===== src/rtl/pipeline_ctrl.sv =====
// ---------------------------------------------------------------------------
// pipeline_ctrl
//
// Hazard and sequencing controller for a 5-stage RV32I_Zicsr pipeline
// (IF, ID, EX, MEM, WB).
//
// Features:
//   - Resolves load-use hazards.
//   - Selects EX operand forwarding.
//   - Redirects the PC for branches, traps and mret.
//   - Holds the pipeline while data memory is busy.
//   - Raises an access fault if data memory never answers.
//
// Ports:
//   i_clk, i_rst_n          clock, synchronous active-low reset
//   i_id_*                  opcode / source registers of the ID instruction
//   i_ex_*                  opcode / rd / sources of the EX instruction,
//                           plus the EX redirect (taken branch, JAL, JALR)
//   i_mem_rd_addr/_wr_en    MEM stage destination and write enable
//   i_wb_rd_addr/_wr_en     WB stage destination and write enable
//   i_mem_req/_ack          data-memory handshake
//   i_trap, i_mret          trap entry / return requests from the CSR unit
//   o_stall_*               hold the named stage register
//   o_flush_*               load a bubble into the named stage register
//   o_fwd_a/_b              EX operand select:
//                           00 regfile, 01 MEM result, 10 WB data
//   o_pc_sel                PC source:
//                           00 pc+4, 01 EX target, 10 mtvec, 11 mepc
//   o_trap_ack              one-cycle acceptance of trap/mret
//   o_mem_fault             one-cycle data-memory timeout indication
//   o_stall_cnt             free-running count of cycles with any stall
//
// All outputs are combinational from the current state and the inputs.
// ---------------------------------------------------------------------------
module pipeline_ctrl #(
  parameter int XADDR       = 5,
  parameter int XLEN        = 32,
  parameter int MEM_TIMEOUT = 255
) (
  input  logic             i_clk,
  input  logic             i_rst_n,
  input  logic [6:0]       i_id_opcode,
  input  logic [XADDR-1:0] i_id_rs1_addr,
  input  logic [XADDR-1:0] i_id_rs2_addr,
  input  logic [6:0]       i_ex_opcode,
  input  logic [XADDR-1:0] i_ex_rd_addr,
  input  logic [XADDR-1:0] i_ex_rs1_addr,
  input  logic [XADDR-1:0] i_ex_rs2_addr,
  input  logic             i_ex_redirect,
  input  logic [XADDR-1:0] i_mem_rd_addr,
  input  logic             i_mem_wr_en,
  input  logic [XADDR-1:0] i_wb_rd_addr,
  input  logic             i_wb_wr_en,
  input  logic             i_mem_req,
  input  logic             i_mem_ack,
  input  logic             i_trap,
  input  logic             i_mret,
  output logic             o_stall_pc,
  output logic             o_stall_if_id,
  output logic             o_stall_id_ex,
  output logic             o_stall_ex_mem,
  output logic             o_flush_if_id,
  output logic             o_flush_id_ex,
  output logic             o_flush_ex_mem,
  output logic             o_flush_mem_wb,
  output logic [1:0]       o_fwd_a,
  output logic [1:0]       o_fwd_b,
  output logic [1:0]       o_pc_sel,
  output logic             o_trap_ack,
  output logic             o_mem_fault,
  output logic [XLEN-1:0]  o_stall_cnt
);

  localparam logic [6:0] OP_LOAD  = 7'b0000011;
  localparam logic [6:0] OP_LUI   = 7'b0110111;
  localparam logic [6:0] OP_AUIPC = 7'b0010111;
  localparam logic [6:0] OP_JAL   = 7'b1101111;
  localparam logic [6:0] OP_R     = 7'b0110011;
  localparam logic [6:0] OP_S     = 7'b0100011;
  localparam logic [6:0] OP_B     = 7'b1100011;

  localparam logic [1:0] PC_SEQ   = 2'b00;
  localparam logic [1:0] PC_EX    = 2'b01;
  localparam logic [1:0] PC_MTVEC = 2'b10;
  localparam logic [1:0] PC_MEPC  = 2'b11;

  // MEM_TIMEOUT is at most 1023, and the counter never exceeds it,
  // so 10 bits are enough.
  localparam int                WAIT_W    = 10;
  localparam logic [WAIT_W-1:0] WAIT_ONE  = WAIT_W'(1);
  localparam logic [WAIT_W-1:0] WAIT_LIM  = WAIT_W'(MEM_TIMEOUT);
  localparam logic [XLEN-1:0]   CNT_ONE   = XLEN'(1);

  typedef enum logic [1:0] {
    ST_RUN,
    ST_MEM_WAIT,
    ST_TRAP
  } state_t;

  state_t            state, state_nxt;
  logic [WAIT_W-1:0] wait_cnt, wait_cnt_nxt;
  logic [WAIT_W-1:0] wait_inc;
  logic              load_use;
  logic              any_stall;

  // rs1 is a real operand for every format except U-type and JAL.
  function automatic logic rs1_used(input logic [6:0] op);
    return !(op == OP_LUI || op == OP_AUIPC || op == OP_JAL);
  endfunction

  // rs2 is a real operand only for R, S and B formats.
  function automatic logic rs2_used(input logic [6:0] op);
    return (op == OP_R || op == OP_S || op == OP_B);
  endfunction

  // MEM is younger than WB, so MEM has the fresher value and wins.
  // x0 is never forwarded.
  function automatic logic [1:0] fwd_sel(
    input logic [XADDR-1:0] rs,
    input logic             mem_we,
    input logic [XADDR-1:0] mem_rd,
    input logic             wb_we,
    input logic [XADDR-1:0] wb_rd
  );
    if (rs == '0)                   return 2'b00;
    else if (mem_we && mem_rd == rs) return 2'b01;
    else if (wb_we && wb_rd == rs)   return 2'b10;
    else                             return 2'b00;
  endfunction

  assign o_fwd_a = fwd_sel(i_ex_rs1_addr, i_mem_wr_en, i_mem_rd_addr,
                           i_wb_wr_en, i_wb_rd_addr);
  assign o_fwd_b = fwd_sel(i_ex_rs2_addr, i_mem_wr_en, i_mem_rd_addr,
                           i_wb_wr_en, i_wb_rd_addr);

  // A load in EX cannot forward in time to the ID instruction that reads it.
  assign load_use = (i_ex_opcode == OP_LOAD) && (i_ex_rd_addr != '0) &&
                    ((rs1_used(i_id_opcode) && i_id_rs1_addr == i_ex_rd_addr) ||
                     (rs2_used(i_id_opcode) && i_id_rs2_addr == i_ex_rd_addr));

  assign wait_inc  = wait_cnt + WAIT_ONE;
  assign any_stall = o_stall_pc | o_stall_if_id | o_stall_id_ex | o_stall_ex_mem;

  always_comb begin
    o_stall_pc     = 1'b0;
    o_stall_if_id  = 1'b0;
    o_stall_id_ex  = 1'b0;
    o_stall_ex_mem = 1'b0;
    o_flush_if_id  = 1'b0;
    o_flush_id_ex  = 1'b0;
    o_flush_ex_mem = 1'b0;
    o_flush_mem_wb = 1'b0;
    o_pc_sel       = PC_SEQ;
    o_trap_ack     = 1'b0;
    o_mem_fault    = 1'b0;
    state_nxt      = state;
    wait_cnt_nxt   = wait_cnt;

    if (!i_rst_n) begin
      // Keep every stage register bubbled while reset is held.
      o_flush_if_id  = 1'b1;
      o_flush_id_ex  = 1'b1;
      o_flush_ex_mem = 1'b1;
      o_flush_mem_wb = 1'b1;
      state_nxt      = ST_RUN;
      wait_cnt_nxt   = '0;
    end else begin
      case (state)
        ST_RUN: begin
          if (i_trap || i_mret) begin
            o_trap_ack     = 1'b1;
            o_pc_sel       = i_trap ? PC_MTVEC : PC_MEPC;
            o_flush_if_id  = 1'b1;
            o_flush_id_ex  = 1'b1;
            o_flush_ex_mem = 1'b1;
            o_flush_mem_wb = 1'b1;
            state_nxt      = ST_TRAP;
          end else if (i_mem_req && !i_mem_ack) begin
            o_stall_pc     = 1'b1;
            o_stall_if_id  = 1'b1;
            o_stall_id_ex  = 1'b1;
            o_stall_ex_mem = 1'b1;
            o_flush_mem_wb = 1'b1;
            wait_cnt_nxt   = WAIT_ONE;
            state_nxt      = ST_MEM_WAIT;
          end else if (i_ex_redirect) begin
            // The redirect squashes the ID instruction,
            // so any load-use match is moot.
            o_pc_sel      = PC_EX;
            o_flush_if_id = 1'b1;
            o_flush_id_ex = 1'b1;
          end else if (load_use) begin
            o_stall_pc    = 1'b1;
            o_stall_if_id = 1'b1;
            o_flush_id_ex = 1'b1;
          end
        end

        ST_MEM_WAIT: begin
          // Trap, mret and redirect are held by their sources
          // and are serviced after returning to RUN.
          if (i_mem_ack) begin
            state_nxt    = ST_RUN;
            wait_cnt_nxt = '0;
          end else if (wait_inc >= WAIT_LIM) begin
            o_mem_fault    = 1'b1;
            o_pc_sel       = PC_MTVEC;
            o_flush_if_id  = 1'b1;
            o_flush_id_ex  = 1'b1;
            o_flush_ex_mem = 1'b1;
            o_flush_mem_wb = 1'b1;
            state_nxt      = ST_TRAP;
            wait_cnt_nxt   = '0;
          end else begin
            o_stall_pc     = 1'b1;
            o_stall_if_id  = 1'b1;
            o_stall_id_ex  = 1'b1;
            o_stall_ex_mem = 1'b1;
            o_flush_mem_wb = 1'b1;
            wait_cnt_nxt   = wait_inc;
          end
        end

        ST_TRAP: begin
          // Drain the instructions fetched along the old path.
          o_flush_if_id = 1'b1;
          o_flush_id_ex = 1'b1;
          state_nxt     = ST_RUN;
        end

        default: begin
          state_nxt    = ST_RUN;
          wait_cnt_nxt = '0;
        end
      endcase
    end
  end

  always_ff @(posedge i_clk) begin
    if (!i_rst_n) begin
      state       <= ST_RUN;
      wait_cnt    <= '0;
      o_stall_cnt <= '0;
    end else begin
      state    <= state_nxt;
      wait_cnt <= wait_cnt_nxt;
      if (any_stall) begin
        o_stall_cnt <= o_stall_cnt + CNT_ONE;
      end
    end
  end

endmodule

===== config.mk =====
export PLATFORM = sky130hd
export DESIGN_NAME = pipeline_ctrl
export DESIGN_NICKNAME = d
export VERILOG_FILES = /design/src/rtl/pipeline_ctrl.sv
export SDC_FILE = /design/constraint.sdc
export NUM_CORES = 1
export LEC_CHECK = 0
export BUFFER_PORTS_ARGS = -buffer_cell sky130_fd_sc_hd__buf_2
export CORE_UTILIZATION = 35
export DETAILED_ROUTE_END_ITERATION = 8
export PLACE_DENSITY_LB_ADDON = 0.12
export SYNTH_ARGS = -nofsm -noshare
export SYNTH_HDL_FRONTEND = slang
export SYNTH_SLANG_ARGS = --single-unit

===== constraint.sdc =====
create_clock -name i_clk -period 7.8 [get_ports i_clk]
set_clock_uncertainty 0.1 [all_clocks]
set_input_delay 0.39 -clock i_clk [delete_from_list [all_inputs] [get_ports i_clk]]
set_output_delay 0.39 -clock i_clk [all_outputs]
set_load 0.01 [all_outputs]

==> metrics.txt <==
# TYPE chip_impl_metric gauge
chip_impl_info{name="status",value="finished, final reports clean"} 1
chip_impl_info{name="grt_setup_unrepaired",value="no"} 1
chip_impl_metric{name="detail_route.vias_per_cell",unit=""} 5.45
chip_impl_metric{name="clk-insertion-delay-late",unit="ns"} 0.31
chip_impl_metric{name="power.density_cell_area",unit="nW/µm²"} 120
chip_impl_metric{name="synth_edf_count",unit=""} 0
chip_impl_metric{name="holdPathStages",unit=""} 2
chip_impl_metric{name="finalSetupTns",unit="ns"} 0
chip_impl_metric{name="number_of_library_cell_types_mapped_by_synthesis",unit=""} 54
chip_impl_metric{name="final_critical_path_setup_slack",unit="ns"} 3.79
chip_impl_metric{name="cts.clk_slew.worst_paths",unit="ns"} 0.10
chip_impl_metric{name="cap_violations",unit=""} 0
chip_impl_metric{name="detailedPlace.worstSlack",unit="ns"} 4.03
chip_impl_metric{name="placedInstanceArea",unit="µm²"} 3490
chip_impl_metric{name="largest_net_degree_at_the_start_of_global_routing",unit=""} 33
chip_impl_metric{name="detailed_place_hpwl",unit="µm"} 6170
chip_impl_metric{name="drt_first_iter_violations",unit=""} 115
chip_impl_metric{name="synth-warning-count",unit=""} 0
chip_impl_metric{name="worst_slew_margin_rel",unit=""} 0.320
chip_impl_metric{name="hold_viol",unit=""} 0
chip_impl_metric{name="design.portCount",unit=""} 106
chip_impl_info{name="clk_root_buffer_cell",value="clkbuf_8"} 1
chip_impl_info{name="end_kind",value="primary output"} 1
chip_impl_metric{name="finalInstanceArea",unit="µm²"} 3580
chip_impl_metric{name="arrival",unit="ns"} 3.52
chip_impl_info{name="synth_area_leader_cell",value="dfxtp_1"} 1
chip_impl_info{name="setup.worst_path.start_class",value="register"} 1
chip_impl_metric{name="cts_htree_levels",unit=""} 2
chip_impl_metric{name="syn-num-nets",unit=""} 436
chip_impl_metric{name="antennaDiodeCount",unit=""} 0
chip_impl_metric{name="antenna_found_initial",unit=""} 0
chip_impl_metric{name="numPortBuffers",unit=""} 105
chip_impl_metric{name="synth.top_cell.area_share",unit=""} 0.302
chip_impl_metric{name="setup_violations",unit=""} 0
chip_impl_metric{name="leakage_power_total",unit="nW"} 1.42
chip_impl_metric{name="final_antenna_net_count",unit=""} 0
chip_impl_metric{name="routed-via-count",unit=""} 3126
chip_impl_info{name="hold-path-endpoint",value="o_stall_cnt[31]"} 1
chip_impl_info{name="hold_path.class",value="register to register"} 1
chip_impl_metric{name="post-cts-setup-buffer-count",unit=""} 0
chip_impl_metric{name="max-vdd-ir-drop",unit="V"} 0.0000765
chip_impl_metric{name="initial_utilization",unit=""} 0.370
chip_impl_metric{name="core-area",unit="µm²"} 7890
chip_impl_metric{name="grt_overflow",unit=""} 0
chip_impl_metric{name="slew_violations",unit=""} 0
chip_impl_metric{name="post_synth.cell_area_avg",unit="µm²"} 7.78
chip_impl_metric{name="design.final.nets",unit=""} 532
chip_impl_info{name="timing.hold.worst.start",value="o_stall_cnt[31]"} 1
chip_impl_metric{name="worstPathRequired",unit="ns"} 7.31
chip_impl_metric{name="number_of_buffers_added_by_the_clock_tree_synthesis_step",unit=""} 5
chip_impl_info{name="r2r_start",value="wait_cnt[0]"} 1
chip_impl_info{name="netlist_top_cells_area",value="dfxtp_1 (30%), xnor2_1 (6.3%), xor2_1 (5.7%)"} 1
chip_impl_metric{name="synth-seq-area-share",unit=""} 0.302
chip_impl_metric{name="synthesized_area",unit="µm²"} 2920
chip_impl_metric{name="route.detailed.drc",unit=""} 0
chip_impl_metric{name="placed_cells_incl_taps",unit=""} 566
chip_impl_metric{name="critPathMaxFanout",unit=""} 13
chip_impl_metric{name="area_growth",unit="%"} 22.8
chip_impl_metric{name="detail_route.wl_per_cell",unit="µm"} 14.4
chip_impl_metric{name="synthArstFlopShare",unit=""} 0
chip_impl_metric{name="timing.reg2reg.setup_slack",unit="ns"} 3.94
chip_impl_metric{name="die_height",unit="µm"} 93.3
chip_impl_info{name="clock_tree_from_tritoncts",value="yes"} 1
chip_impl_info{name="critical_path.reg2reg.endpoint",value="o_stall_cnt[29]"} 1
chip_impl_metric{name="post_route_fraction_of_the_period_consumed_by_the_critical_path",unit=""} 0.515
chip_impl_metric{name="numClockSinks",unit=""} 44
chip_impl_metric{name="grt_first_pass_wirelength",unit="µm"} 13300
chip_impl_metric{name="grt_pass1_vias",unit=""} 2889
chip_impl_metric{name="achievable-frequency",unit="GHz"} 0.249
chip_impl_metric{name="reg2reg_depth",unit=""} 9
chip_impl_metric{name="firstDrtPassIters",unit=""} 4
chip_impl_metric{name="layout_cell_share_with_drive_strength_beyond_1",unit=""} 0.261
chip_impl_metric{name="cts-resized-gates",unit=""} 0
chip_impl_metric{name="post_synth_inst_count",unit=""} 375
chip_impl_metric{name="die_width",unit="µm"} 93.3
chip_impl_info{name="synth-main-ff-cell",value="dfxtp_1"} 1
chip_impl_metric{name="cts_hold_repair.buffers",unit=""} 0
chip_impl_metric{name="worst_pin_slew",unit="ns"} 1.01
chip_impl_metric{name="cts-root-to-sink-buffers",unit=""} 2
chip_impl_info{name="startpoint",value="wait_cnt[0]"} 1
chip_impl_metric{name="die_area",unit="µm²"} 8700
chip_impl_metric{name="grt_use_total",unit=""} 0.190
chip_impl_metric{name="wl",unit="µm"} 8260
chip_impl_info{name="path_class",value="register to primary output"} 1
chip_impl_metric{name="synth-seq-cells",unit=""} 44
chip_impl_metric{name="rows",unit=""} 32
chip_impl_metric{name="finalWorstPathRequiredPeriod",unit="ns"} 4.01
chip_impl_metric{name="gp_congestion",unit=""} 0.860
chip_impl_metric{name="final_cell_count_no_fill",unit=""} 574
[metrics by stage]
stage	hold WS, ns	power (mW)	utilization
floorplan	0.375	0.261	-
global placement	0.361	0.290	0.443
detailed placement	0.368	0.291	0.443
CTS	0.383	0.438	0.454
global route	0.423	0.453	0.454
finish	0.382	0.431	0.454
[power by group]
group | internal (mW) | leakage, nW | switching (mW) | total (mW)
Clock | 0.0626 | 0.0479 | 0.0823 | 0.145
Combinational | 0.0265 | 1.02 | 0.0328 | 0.0593
Sequential | 0.225 | 0.355 | 0.00154 | 0.227
[final cells by class]
| cell class | instances | area, µm² |
|---|---|---|
| Clock buffer | 5 | 68.8 |
| Sequential cell | 44 | 881 |
| Timing Repair Buffer | 106 | 533 |
| Fill cell | 826 | 4310 |
| Clock inverter | 3 | 18.8 |
| Inverter | 11 | 41.3 |
| Tap cell | 102 | 128 |
| Multi-Input combinational cell | 303 | 1910 |
[flip-flops by register name, summed over array words and instances (netlist names)]
name / count
state: 2
wait_cnt: 10
o_stall_cnt: 32
[layout by cell type, fill, tap and decap left out, types with 5 or more instances in the layout]
cell	count
a211oi_1	5
a21oi_1	27
and3_1	12
buf_2	105
clkbuf_8	5
dfxtp_1	44
inv_1	11
mux2i_1	5
nand2_1	34
nand3_1	20
nand4_1	6
nand4b_1	7
nor2_1	38
nor3_1	7
nor4_1	6
o21ai_0	18
o31ai_1	9
or3_1	5
or4_1	12
xnor2_1	21
xor2_1	19
[cells in the mapped netlist (4+ instances only)]
library cell and count:
xnor2_1 21, or3_1 5, xor2_1 19, inv_1 11
o31ai_1 9, mux2i_1 5, clkbuf_1 11, nor4_1 6
o211ai_1 4, nand3_1 20, nand2_1 34, nand2b_1 4
or4_1 12, o21ai_0 18, a21oi_1 27, nand4_1 6
a211oi_1 5, nand4b_1 7, o21a_1 4, nor3_1 7
nor2_1 38, and3_1 12, dfxtp_1 44
[layer usage]
metal | routed length, µm | part of all wire | track usage | vias up
li1 | - | - | - | 1569
met1 | 3870 | 0.47 | 0.237 | 1470
met2 | 3960 | 0.48 | 0.339 | 76
met3 | 302 | 0.037 | 0.0260 | 11
met4 | 125 | 0.015 | 0.0564 | 0
met5 | 0 | 0 | 0 | -
[logic make-up after synthesis]
| logic type | synth area share |
|---|---|
| xor+xnor | 0.120 |
| buf+inv | 0.0425 |
| fa+ha+maj | 0.0129 |
| compound gates | 0.196 |
| simple gates | 0.309 |
| flops | 0.302 |
| mux | 0.0172 |
[critical path: stages (launching register included)]
cell	delay (ns)
dfxtp_1	0.46
ha_1	0.45
a21oi_1	0.11
o311ai_1	0.25
nand3_1	0.10
a32oi_1	0.37
nor2b_1	0.65
nor2_1	0.33
nor2_1	0.32
buf_2	0.19
[how the worst max path moves through the flow]
stage,endpoint,slack (ns),cells past startpoint
2_1_floorplan,o_stall_pc,4.96,10
3_3_place_gp,o_stall_cnt[29],4.19,9
3_5_place_dp,o_stall_cnt[17],4.03,9
4_1_cts,o_stall_if_id,3.83,9
5_1_grt,o_stall_if_id,3.55,9
6_report,o_stall_pc,3.79,9
Note: power is estimated with default switching activity, not from simulation.
